--- config.mk ---
export PLATFORM = sky130hd
export DESIGN_NAME = board_tile_sequencer_flat
export DESIGN_NICKNAME = d
export VERILOG_FILES = /design/src/rtl/board_tile_sequencer_if.sv /design/src/rtl/board_tile_sequencer.sv /design/src/flat_wrapper.sv
export SDC_FILE = /design/constraint.sdc
export NUM_CORES = 1
export LEC_CHECK = 0
export ABC_AREA = 1
export CAP_MARGIN = 15
export CORE_ASPECT_RATIO = 1.4
export CORE_MARGIN = 2
export CORE_UTILIZATION = 47
export CTS_BUF_LIST = sky130_fd_sc_hd__clkbuf_2
export CTS_CLUSTER_SIZE = 20
export DETAILED_ROUTE_END_ITERATION = 10
export GPL_TIMING_DRIVEN = 0
export PLACE_DENSITY = 0.76
export SYNTH_ARGS = -nofsm -noshare
export SYNTH_HDL_FRONTEND = slang
export SYNTH_SLANG_ARGS = --single-unit
--- constraint.sdc ---
create_clock -name clk -period 1.8 [get_ports clk]
set_input_delay 0.36 -clock clk [delete_from_list [all_inputs] [get_ports clk]]
set_output_delay 0.36 -clock clk [all_outputs]
set_load 0.02 [all_outputs]
--- src/rtl/board_tile_sequencer_if.sv ---
// board_tile_sequencer_if
//  Tile record channel between the board tile sequencer and the draw engine.
//  The sequencer is the master: it drives tile_valid and the payload, and the
//  draw engine (slave) returns tile_ready. A record moves when tile_valid and
//  tile_ready are both high at a clock edge.
//  Signals:
//   tile_valid  master->slave  record valid
//   tile_ready  slave->master  draw engine accepts record
//   tile_xpos   master->slave  tile top-left x (POS_W)
//   tile_ypos   master->slave  tile top-left y (POS_W)
//   tile_size   master->slave  tile edge length (SIZE_W)
//   tile_col    master->slave  column index (IDX_W)
//   tile_row    master->slave  row index (IDX_W)
//   tile_last   master->slave  final record of the pass
interface board_tile_sequencer_if #(
    parameter int POS_W  = 11,
    parameter int SIZE_W = 7,
    parameter int IDX_W  = 5
);
    logic              tile_valid;
    logic              tile_ready;
    logic [POS_W-1:0]  tile_xpos;
    logic [POS_W-1:0]  tile_ypos;
    logic [SIZE_W-1:0] tile_size;
    logic [IDX_W-1:0]  tile_col;
    logic [IDX_W-1:0]  tile_row;
    logic              tile_last;

    modport master (
        output tile_valid, tile_xpos, tile_ypos, tile_size,
               tile_col, tile_row, tile_last,
        input  tile_ready
    );

    modport slave (
        input  tile_valid, tile_xpos, tile_ypos, tile_size,
               tile_col, tile_row, tile_last,
        output tile_ready
    );
endinterface

--- src/rtl/board_tile_sequencer.sv ---
// board_tile_sequencer
//  Raster sequencer for the game board. A start pulse latches the board
//  geometry and walks a rows x cols grid in row-major order, emitting one tile
//  record per tile on a valid/ready channel. Tile positions are produced by
//  incremental addition of the pitch (tile size + GAP), so no multiplier is used.
//  Ports:
//   clk, rst       clock, synchronous active-high reset
//   start          latch config and begin a pass (IDLE/DONE only)
//   abort          terminate the pass, return to IDLE, no done pulse
//   board_xpos/ypos, button_size, cols, rows   pass configuration
//   tile           board_tile_sequencer_if master modport (record channel)
//   busy           high while issuing records
//   done           one-cycle pulse after the final record transfers
//  Build option:
//   BOARD_SEQ_CONTINUOUS_EN  when defined, each completed pass is followed by
//   a single dead cycle and then an automatic restart with the current config,
//   until abort or rst. An empty grid in this mode parks the block in IDLE.
module board_tile_sequencer #(
    parameter int MAX_COLS = 16,
    parameter int MAX_ROWS = 16,
    parameter int POS_W    = 11,
    parameter int SIZE_W   = 7,
    parameter int IDX_W    = 5,
    parameter int GAP      = 0
) (
    input  logic              clk,
    input  logic              rst,
    input  logic              start,
    input  logic              abort,
    input  logic [POS_W-1:0]  board_xpos,
    input  logic [POS_W-1:0]  board_ypos,
    input  logic [SIZE_W-1:0] button_size,
    input  logic [IDX_W-1:0]  cols,
    input  logic [IDX_W-1:0]  rows,
    board_tile_sequencer_if.master tile,
    output logic              busy,
    output logic              done
);

    typedef enum logic [1:0] {
        IDLE  = 2'd0,
        ISSUE = 2'd1,
        DONE  = 2'd2
    } state_t;

    state_t            state_q, state_d;
    logic [IDX_W-1:0]  col_q, col_d;
    logic [IDX_W-1:0]  row_q, row_d;
    logic [POS_W-1:0]  x_q, x_d;
    logic [POS_W-1:0]  y_q, y_d;
    logic [IDX_W-1:0]  cols_l_q, cols_l_d;
    logic [IDX_W-1:0]  rows_l_q, rows_l_d;
    logic [POS_W-1:0]  pitch_q, pitch_d;
    logic [POS_W-1:0]  board_x_l_q, board_x_l_d;
    logic [SIZE_W-1:0] size_q, size_d;
    logic              valid_q, valid_d;
    logic              last_q, last_d;
    logic              busy_q, busy_d;
    logic              done_q, done_d;

    // Clamped view of the live configuration inputs, used only at latch time.
    logic [IDX_W-1:0]  cols_c;
    logic [IDX_W-1:0]  rows_c;
    logic              cfg_empty_c;

    always_comb begin
        cols_c      = (cols > IDX_W'(MAX_COLS)) ? IDX_W'(MAX_COLS) : cols;
        rows_c      = (rows > IDX_W'(MAX_ROWS)) ? IDX_W'(MAX_ROWS) : rows;
        cfg_empty_c = (cols_c == '0) || (rows_c == '0);
    end

    // Next-state and datapath. load_c marks "latch config and present tile
    // (0,0)"; abort is applied last so it overrides every other decision.
    logic              load_c;
    logic [IDX_W-1:0]  col_nx;
    logic [IDX_W-1:0]  row_nx;

    always_comb begin
        state_d     = state_q;
        col_d       = col_q;
        row_d       = row_q;
        x_d         = x_q;
        y_d         = y_q;
        cols_l_d    = cols_l_q;
        rows_l_d    = rows_l_q;
        pitch_d     = pitch_q;
        board_x_l_d = board_x_l_q;
        size_d      = size_q;
        valid_d     = valid_q;
        last_d      = last_q;
        busy_d      = busy_q;
        done_d      = 1'b0;
        load_c      = 1'b0;
        col_nx      = col_q;
        row_nx      = row_q;

        case (state_q)
            IDLE: begin
                if (start) begin
                    if (cfg_empty_c) begin
                        state_d = DONE;
                        done_d  = 1'b1;
                    end else begin
                        load_c = 1'b1;
                    end
                end
            end

            ISSUE: begin
                if (valid_q && tile.tile_ready) begin
                    if (last_q) begin
                        state_d = DONE;
                        valid_d = 1'b0;
                        busy_d  = 1'b0;
                        last_d  = 1'b0;
                        done_d  = 1'b1;
                    end else begin
                        // Row wrap reloads x from the latched board origin.
                        if (col_q == cols_l_q - IDX_W'(1)) begin
                            col_nx = '0;
                            row_nx = row_q + IDX_W'(1);
                            x_d    = board_x_l_q;
                            y_d    = y_q + pitch_q;
                        end else begin
                            col_nx = col_q + IDX_W'(1);
                            row_nx = row_q;
                            x_d    = x_q + pitch_q;
                        end
                        col_d  = col_nx;
                        row_d  = row_nx;
                        last_d = (col_nx == cols_l_q - IDX_W'(1)) &&
                                 (row_nx == rows_l_q - IDX_W'(1));
                    end
                end
            end

            DONE: begin
`ifdef BOARD_SEQ_CONTINUOUS_EN
                // Automatic restart with whatever config is present now.
                if (cfg_empty_c) begin
                    state_d = IDLE;
                end else begin
                    load_c = 1'b1;
                end
`else
                if (start) begin
                    if (cfg_empty_c) begin
                        state_d = DONE;
                        done_d  = 1'b1;
                    end else begin
                        load_c = 1'b1;
                    end
                end else begin
                    state_d = IDLE;
                end
`endif
            end

            default: begin
                state_d = IDLE;
                valid_d = 1'b0;
                busy_d  = 1'b0;
                last_d  = 1'b0;
            end
        endcase

        if (load_c) begin
            state_d     = ISSUE;
            cols_l_d    = cols_c;
            rows_l_d    = rows_c;
            pitch_d     = POS_W'(button_size) + POS_W'(GAP);
            board_x_l_d = board_xpos;
            size_d      = button_size;
            col_d       = '0;
            row_d       = '0;
            x_d         = board_xpos;
            y_d         = board_ypos;
            valid_d     = 1'b1;
            busy_d      = 1'b1;
            last_d      = (cols_c == IDX_W'(1)) && (rows_c == IDX_W'(1));
        end

        if (abort) begin
            state_d = IDLE;
            valid_d = 1'b0;
            busy_d  = 1'b0;
            last_d  = 1'b0;
            done_d  = 1'b0;
        end
    end

    always_ff @(posedge clk) begin
        if (rst) begin
            state_q     <= IDLE;
            col_q       <= '0;
            row_q       <= '0;
            x_q         <= '0;
            y_q         <= '0;
            cols_l_q    <= '0;
            rows_l_q    <= '0;
            pitch_q     <= '0;
            board_x_l_q <= '0;
            size_q      <= '0;
            valid_q     <= 1'b0;
            last_q      <= 1'b0;
            busy_q      <= 1'b0;
            done_q      <= 1'b0;
        end else begin
            state_q     <= state_d;
            col_q       <= col_d;
            row_q       <= row_d;
            x_q         <= x_d;
            y_q         <= y_d;
            cols_l_q    <= cols_l_d;
            rows_l_q    <= rows_l_d;
            pitch_q     <= pitch_d;
            board_x_l_q <= board_x_l_d;
            size_q      <= size_d;
            valid_q     <= valid_d;
            last_q      <= last_d;
            busy_q      <= busy_d;
            done_q      <= done_d;
        end
    end

    assign tile.tile_valid = valid_q;
    assign tile.tile_xpos  = x_q;
    assign tile.tile_ypos  = y_q;
    assign tile.tile_size  = size_q;
    assign tile.tile_col   = col_q;
    assign tile.tile_row   = row_q;
    assign tile.tile_last  = last_q;
    assign busy            = busy_q;
    assign done            = done_q;

endmodule

--- src/flat_wrapper.sv ---
// flat-port wrapper written by rule: the top's interface ports become plain ports
module board_tile_sequencer_flat 
#(
    parameter int MAX_COLS = 16,
    parameter int MAX_ROWS = 16,
    parameter int POS_W    = 11,
    parameter int SIZE_W   = 7,
    parameter int IDX_W    = 5,
    parameter int GAP      = 0
)
  (clk, rst, start, abort, board_xpos, board_ypos, button_size, cols, rows, busy, done, tile_tile_valid, tile_tile_xpos, tile_tile_ypos, tile_tile_size, tile_tile_col, tile_tile_row, tile_tile_last, tile_tile_ready);
  board_tile_sequencer_if #(.POS_W(POS_W), .SIZE_W(SIZE_W), .IDX_W(IDX_W)) tile_i ();
  input  logic clk;
  input  logic rst;
  input  logic start;
  input  logic abort;
  input  logic [POS_W-1:0] board_xpos;
  input  logic [POS_W-1:0] board_ypos;
  input  logic [SIZE_W-1:0] button_size;
  input  logic [IDX_W-1:0] cols;
  input  logic [IDX_W-1:0] rows;
  output logic busy;
  output logic done;
  output wire logic [$bits(tile_i.tile_valid)-1:0] tile_tile_valid;
  output wire logic [$bits(tile_i.tile_xpos)-1:0] tile_tile_xpos;
  output wire logic [$bits(tile_i.tile_ypos)-1:0] tile_tile_ypos;
  output wire logic [$bits(tile_i.tile_size)-1:0] tile_tile_size;
  output wire logic [$bits(tile_i.tile_col)-1:0] tile_tile_col;
  output wire logic [$bits(tile_i.tile_row)-1:0] tile_tile_row;
  output wire logic [$bits(tile_i.tile_last)-1:0] tile_tile_last;
  input wire logic [$bits(tile_i.tile_ready)-1:0] tile_tile_ready;
  assign tile_tile_valid = tile_i.tile_valid;
  assign tile_tile_xpos = tile_i.tile_xpos;
  assign tile_tile_ypos = tile_i.tile_ypos;
  assign tile_tile_size = tile_i.tile_size;
  assign tile_tile_col = tile_i.tile_col;
  assign tile_tile_row = tile_i.tile_row;
  assign tile_tile_last = tile_i.tile_last;
  assign tile_i.tile_ready = tile_tile_ready;
  board_tile_sequencer #(.MAX_COLS(MAX_COLS), .MAX_ROWS(MAX_ROWS), .POS_W(POS_W), .SIZE_W(SIZE_W), .IDX_W(IDX_W), .GAP(GAP)) u_core (.clk(clk), .rst(rst), .start(start), .abort(abort), .board_xpos(board_xpos), .board_ypos(board_ypos), .button_size(button_size), .cols(cols), .rows(rows), .tile(tile_i), .busy(busy), .done(done));
endmodule
Word level (Yosys, flattened, before mapping). Cells that the tools add are included.

Flip-flop bits (word level): 65. Word-level logic and storage cells: 101.

Add/subtract/negate cells: 6. Order comparisons: 2. Equality and inequality tests: 15. Mux-type cells: 43. Bitwise operators: 1. Reductions and logical operators: 21.

Operator list (number): $mux 11 (10); $mux 5 (10); $add 11x7->11 (2); $eq 5x5->1 (3); $reduce_and 3->1 (5); $mux 1 (14); $add 5x1->5 const B (2); $eq 5x1->1 const B (2); $gt 5x5->1 const B (2); $logic_not 5->1 (2); $mux 2 (5); $sub 5x1->5 const B (2); $ne 2x1->1 const B (3); $ne 3x1->1 const B (2); $pmux 1 s2 (3); $pmux 2 s3 (1); $reduce_bool 2->1 (3); $reduce_or 2->1 (3); $ne 2x2->1 const B (2); $reduce_and 4->1 (1); $logic_and 1x1->1 (3); $ne 3x2->1 const B (1); $reduce_or 3->1 (1); $eq 2x1->1 const B (1); 5 further kinds (5).

Longest topological paths before layout. Gate-level depths: netlist of run 1.

Word-level depth: 12. Depth in mapped cells: 17.

Worst setup path before layout of run 1. Ideal clock, no wire load.

Kind: reg2reg. Start: reg, netlist name u_core.tile.tile_size[0]. End: reg u_core.y_q[10], in the netlist u_core.tile.tile_ypos[10]. Setup time: 0.070 ns. Data arrival time: 2.027 ns. Path slack: -0.297 ns. Stages on the path, launching flop included: 18. Buffers on the path: 0. Clock period less this slack: 2.097 ns. Cells stage by stage: dfxtp_1 ha_1 inv_1 fa_1 inv_1 nand2_1 nand2_1 nand2_1 nand2_1 nand2_1 nand2_1 a21oi_1 nor2_1 nor2_1 nor2_1 or2_2 nand3_1 a21oi_1.

RTL lines: end signal: assignment (RTL line board_tile_sequencer.sv:213) `y_q <= y_d;`; end: declaration (RTL line board_tile_sequencer.sv:50) `logic [POS_W-1:0] y_q, y_d;`.

==> impl_metrics.py, run 1 <==
metrics = {
    "outcome": {
        "outcome": "finished, violations left",
        "violations": "setup timing",
    },
    "die": {
        "ios": 87,
        "rows": 39,
        "die_area_um2": 9060,
        "initial_core_util": 0.482,
        "coreArea_um2": 8100,
        "die_x_um": 81,
        "die_h_um": 112,
    },
    "final_layout": {
        "final_common_cell": "nand2_1",
        "regArea_um2": 1340,
        "final_cell_mix": "124 x nand2_1, 61 x inv_1, 48 x dfxtp_1",
        "area_growth_pct": 48.5,
        "final_area_um2": 5790,
        "num_antenna_cells": 0,
        "final_nets": 768,
        "drive_gt1_frac": 0.251,
        "nFillCells": 678,
        "multiInputGateArea_um2": 2570,
    },
    "worst_hold_path": {
        "whs_path_depth": 4,
        "hold_class": "in2reg",
        "min_from": "cols[4]",
        "min_delay_worst_endpoint": "u_core.cols_l_q[0]",
    },
    "synthesis": {
        "postSynth.asyncResetShare": 0,
        "ys_ff_latch": 65,
        "syn_inst": 572,
        "synth_edf_count": 0,
        "yosysTopAreaCell": "dfxtp_1",
        "ys_top_cells_by_area": "dfxtp_1 33%, nand2_1 14%, inv_1 6.7%, a21oi_1 6.7%, o21ai_0 6.2%",
        "seq_area_frac_synth": 0.334,
        "yosysUniqueCellTypes": 39,
        "syn_nets": 636,
        "yosysWarnings": 0,
        "syn-mean-instance-area_um2": 6.82,
        "synth_top_area_frac": 0.334,
        "syn-cell-area_um2": 3900,
        "synth_ff_type": "dfxtp_1",
    },
    "power": {
        "vdd_drop_max_v": 0.000677,
        "power_density_nw_per_um2": 669,
        "leakagePower_nw": 2.66,
    },
    "sta": {
        "finalHoldViolations": 0,
        "rsz0062_at_grt": "yes",
        "worst_pin_slew_ns": 0.724,
        "slew_violations": 0,
        "fmax_mhz": 468,
        "setup_ws_ns": -0.337,
        "fin_tns_setup_ns": -4.38,
        "setup_violations": 24,
        "max_slew_margin": 0.517,
        "period_minus_slack_ns": 2.14,
        "holdWs_ns": 0.247,
        "finalCritPeriodShare": 1.19,
        "finClkSkew_ns": 0.0147,
    },
    "clock_tree": {
        "clock_latency_ns": 0.56,
        "cts_sinks": 65,
        "cts_tree": "yes",
        "clk_path_buf_depth": 2,
        "cts-buffers-inserted": 9,
        "cts-htree-levels": 3,
        "cts-root-buf": "clkbuf_2",
        "path_clk_slew_ns": 0.20,
    },
    "placement": {
        "placed_area_um2": 4980,
        "dp_hpwl_um": 8590,
        "gp_congestion": 0.892,
        "io_buffer_count": 86,
    },
    "grt": {
        "first_global_vias": 4354,
        "grt_use_total": 0.285,
        "antenna_found_initial": 0,
        "grt-ovfl-total": 0,
        "grt_pass1_wl_um": 20000,
        "grt_max_degree": 13,
    },
    "critical_path": {
        "timing.rr.start": "u_core.tile.tile_size[1]",
        "worstPathRequired_ns": 2.31,
        "r2r_cells": 16,
        "critPathKind": "reg2reg",
        "critPathArrivalTime_ns": 2.64,
        "r2r_end": "u_core.tile.tile_ypos[10]",
        "worstPathMaxFanout": 3,
        "cp-start-kind": "register",
        "r2r_setup_slack_ns": -0.34,
        "endpoint_kind": "register",
    },
    "drt": {
        "drt_iter0_drc": 236,
        "vias_per_cell": 5.57,
        "via_count": 4520,
        "ant_nets": 0,
        "finalWirelength_um": 12800,
        "wire_per_inst_um": 15.8,
        "drtPass1Iterations": 5,
        "drc_errors": 0,
    },
    "flow_run": {
        "cap_violations": 0,
    },
}
-- routing by layer --
layer	part of all wire	global-route usage	wire length [um]	vias to the layer above
met5	0	0	0	-
met4	0.049	0.155	634	0
met3	0.063	0.0470	807	61
met2	0.51	0.498	6600	192
met1	0.37	0.322	4810	2092
li1	-	-	-	2175
-- critical path: stages, from the launching register on --
cell        delay, ns
dfxtp_4          0.41
clkinvlp_4       0.13
fa_2             0.40
inv_2            0.07
nand2_2          0.05
nand2_1          0.07
nand2_1          0.06
nand2_1          0.07
nand2_1          0.06
nand2_1          0.08
a21oi_2          0.07
nor2_2           0.15
nor2_2           0.07
nor2_2           0.11
or2_4            0.13
nand3_2          0.05
a21oi_2          0.11
-- cell type report --
type | instances | share of cell area
multi-input cells | 412 | 0.444
flip-flops and latches | 65 | 0.231
repair buffers | 121 | 0.198
inverters | 76 | 0.0544
plain buffers | 19 | 0.0225
well taps | 102 | 0.0220
clock inverters | 7 | 0.0205
clock buffers | 9 | 0.00778
-- power by group --
part           leakage [nW]  total (mW)  switching [mW]  internal [mW]
logic                  2.03        1.06           0.599          0.466
clock network        0.0881        1.20           0.606          0.597
registers             0.541        1.61          0.0787           1.53
-- flip-flops by register name, indices dropped and copies added (netlist names), 2 cells and up --
| register | cells |
|---|---|
| u_core.tile.tile_size | 7 |
| u_core.tile.tile_col | 5 |
| u_core.tile.tile_row | 5 |
| u_core.board_x_l_q | 11 |
| u_core.tile.tile_ypos | 11 |
| u_core.state_q | 2 |
| u_core.tile.tile_xpos | 11 |
| u_core.rows_l_q | 5 |
| u_core.cols_l_q | 5 |
-- cells by family after synthesis --
| family | Yosys count | share of synthesized area |
|---|---|---|
| buffers and inverters | 95 | 0.101 |
| DFF | 65 | 0.334 |
| and+or+nand+nor | 237 | 0.265 |
| xor gates and xnor gates | 17 | 0.0382 |
| AOI/OAI and AO/OA | 138 | 0.195 |
| adders and majority gates | 20 | 0.0680 |
-- synthesized netlist by cell type (5+ instances only) --
cell type	n
a211oi_1	5
a21oi_1	52
a31oi_1	15
buf_2	5
clkbuf_1	8
dfxtp_1	65
ha_1	18
inv_1	70
inv_2	5
nand2_1	143
nand3_1	45
nor2_1	25
o211ai_1	5
o21ai_0	48
xor2_1	13
-- worst max-delay path by stage --
stage / startpoint / end / slack [ns] / cells past startpoint
finish: u_core.tile.tile_size[1] / u_core.tile.tile_ypos[10] / -0.34 / 16
detailed placement: cols[3] / u_core.tile.tile_xpos[3] / -1.14 / 9
global placement: cols[3] / u_core.tile.tile_xpos[3] / -1.14 / 9
floorplan: u_core.tile.tile_size[0] / u_core.tile.tile_ypos[10] / -0.12 / 17
CTS: u_core.cols_l_q[0] / u_core.tile.tile_last / -0.30 / 16
global route: u_core.tile.tile_size[0] / u_core.tile.tile_ypos[8] / -0.52 / 16
-- stage by stage --
step | total power, mW | setup slack (ns) | util | cells
2_1_floorplan | 2.15 | -0.124 | - | 572
6_report | 3.87 | -0.337 | 0.715 | 811
3_3_place_gp | 2.49 | -1.14 | 0.614 | 760
3_5_place_dp | 2.51 | -1.14 | 0.614 | 760
4_1_cts | 3.78 | -0.301 | 0.682 | 803
5_1_grt | 4.04 | -0.524 | 0.715 | 811
-- what timing repair did --
item,CTS,global route
setup endpoints to repair,106,57
gates resized for setup,116,63
gates cloned,1,0
endpoints found under the hold margin,0,0
pin swaps,21,33
hold buffers,0,0
buffers inserted,26,9
(Power assumes the default switching activity.)
==> run 2: changes to the inputs <==
ABC_CLOCK_PERIOD_IN_PS = 1800   (was default)
HOLD_SLACK_MARGIN = 0.1   (was default)
==> results of run 2 <==
The final DEF is identical to that of run 1; final timing and power are the same.
==> run 3: changes to the inputs <==
PLACE_DENSITY = 0.78   (was 0.76)
==> impl_metrics.py, run 3 (synthesized netlist as in run 1, its figures left out) <==
metrics = {
    "clock_tree": {
        "cts_sinks": 65,
        "cts-root-buf": "clkbuf_2",
        "cts_hold_buf": 0,
        "clock_latency_ns": 0.52,
        "path_clk_slew_ns": 0.21,
        "cts-buffers-inserted": 9,
        "clk_path_buf_depth": 2,
        "cts_tree": "yes",
        "cts-htree-levels": 3,
    },
    "sta": {
        "rsz0062_at_grt": "yes",
        "finalCritPeriodShare": 1.26,
        "holdWs_ns": 0.360,
        "setup_violations": 27,
        "finalHoldViolations": 0,
        "max_slew_margin": 0.514,
        "fmax_mhz": 440,
        "fin_tns_setup_ns": -6.15,
        "finClkSkew_ns": 0.0398,
        "period_minus_slack_ns": 2.27,
        "setup_ws_ns": -0.471,
        "slew_violations": 0,
        "worst_pin_slew_ns": 0.729,
    },
    "grt": {
        "grt_pass1_wl_um": 20300,
        "grt-ovfl-total": 0,
        "grt_use_total": 0.286,
        "grt_max_degree": 11,
        "first_global_vias": 4516,
        "antenna_found_initial": 0,
    },
    "outcome": {
        "outcome": "finished, violations left",
        "violations": "setup timing",
    },
    "critical_path": {
        "worstPathMaxFanout": 4,
        "endpoint_kind": "register",
        "worstPathRequired_ns": 2.25,
        "cp-start-kind": "register",
        "critPathKind": "reg2reg",
        "r2r_cells": 17,
        "critPathArrivalTime_ns": 2.72,
    },
    "power": {
        "p_comb_frac": 0.299,
        "power_density_nw_per_um2": 615,
        "vdd_drop_max_v": 0.000387,
        "switching_power_mw": 1.25,
        "p_int_mw": 2.32,
        "switching_share": 0.351,
        "clock_power_share": 0.250,
        "seq_power_share": 0.450,
        "leakagePower_nw": 2.67,
    },
    "drt": {
        "drt_iter0_drc": 264,
        "drc_errors": 0,
        "wire_per_inst_um": 16.8,
        "finalWirelength_um": 13700,
        "drtPass1Iterations": 7,
        "via_count": 4690,
        "vias_per_cell": 5.75,
        "ant_nets": 0,
    },
    "final_layout": {
        "num_antenna_cells": 0,
        "area_growth_pct": 48.7,
        "final_common_cell": "nand2_1",
        "drive_gt1_frac": 0.262,
        "final_nets": 772,
        "nFillCells": 658,
        "final_cell_mix": "123 x nand2_1, 61 x inv_1, 50 x dfxtp_1",
        "postLayoutCoreUtil": 0.716,
    },
    "die": {
        "die_h_um": 112,
        "coreArea_um2": 8100,
        "ios": 87,
        "die_x_um": 81,
        "initial_core_util": 0.482,
        "rows": 39,
        "die_area_um2": 9060,
    },
    "placement": {
        "gp_congestion": 0.898,
        "pre_cts_slack_ns": -1.19,
        "io_buffer_count": 86,
        "dp_hpwl_um": 8700,
    },
    "worst_hold_path": {
        "whs_path_depth": 3,
        "hold_class": "in2reg",
    },
    "flow_run": {
        "cap_violations": 0,
    },
}
run 3: cell count changes in the layout (fill, tap and decap cells not counted), sizes merged:
cell and delta:
clkinv +2, clkdlybuf4s50 +1, bufinv -2, clkdlybuf4s15 -1, inv +1, dlymetal6s2s -1, clkinvlp -4, dlygate4sd2 +1
buf +4, clkbuf +3
run 3: final cells by class:
cell class	instances	area, um2	share of cell area
Buffer	19	151	0.0261
Clock inverter	4	43.8	0.00755
Timing Repair Buffer	125	1190	0.206
Sequential cell	65	1330	0.230
Inverter	76	305	0.0526
Clock buffer	12	60.1	0.0104
Multi-Input combinational cell	412	2590	0.446
Tap cell	102	128	0.0220
run 3: metal layers:
| metal | track usage | part of all wire | up-vias |
|---|---|---|---|
| li1 | - | - | 2176 |
| met1 | 0.311 | 0.36 | 2205 |
| met2 | 0.504 | 0.51 | 244 |
| met3 | 0.0592 | 0.073 | 65 |
| met4 | 0.154 | 0.052 | 0 |
| met5 | 0 | 0 | - |
run 3: final timing paths:
path	startpoint	to	slack, ns
max	u_core.cols_l_q[0]	u_core.tile.tile_last	-0.47
min	button_size[6]	u_core.tile.tile_size[6]	0.36
max reg2reg	u_core.cols_l_q[0]	u_core.tile.tile_last	-0.47
min reg2reg	u_core.board_x_l_q[8]	u_core.board_x_l_q[8]	0.49
run 3: power by group through the flow:
stage	Clock, mW	Sequential, mW	Combinational, mW
floorplan	0	1.68	0.474
global placement	0	1.63	0.859
detailed placement	0	1.63	0.882
CTS	0.884	1.60	0.973
global route	0.954	1.62	1.14
finish	0.894	1.61	1.07
run 3: critical path: stages, from the launching register on:
cell	delay, ns
dfxtp_4	0.40
inv_4	0.04
ha_4	0.28
inv_2	0.04
buf_4	0.13
nand2_2	0.05
nand2_1	0.05
nor2_1	0.09
nand3_1	0.08
nor2_1	0.23
nand4_1	0.21
nand2_4	0.12
nand2_1	0.06
nand2_1	0.08
nand3_2	0.07
nor2_2	0.11
nand2_1	0.06
a21oi_1	0.12
run 3: repair_timing:
action,in CTS,in global routing
pin swaps,25,48
resized for setup,119,73
endpoints found under the setup margin,106,45
gates cloned,2,0
buffers inserted,21,19
run 3: per-stage QoR:
step	power, mW	instances	cell area [um2]
6_report	3.57	815	5800
5_1_grt	3.71	815	5800
4_1_cts	3.46	799	5470
3_5_place_dp	2.51	760	4980
3_3_place_gp	2.49	760	4980
2_1_floorplan	2.15	572	3990
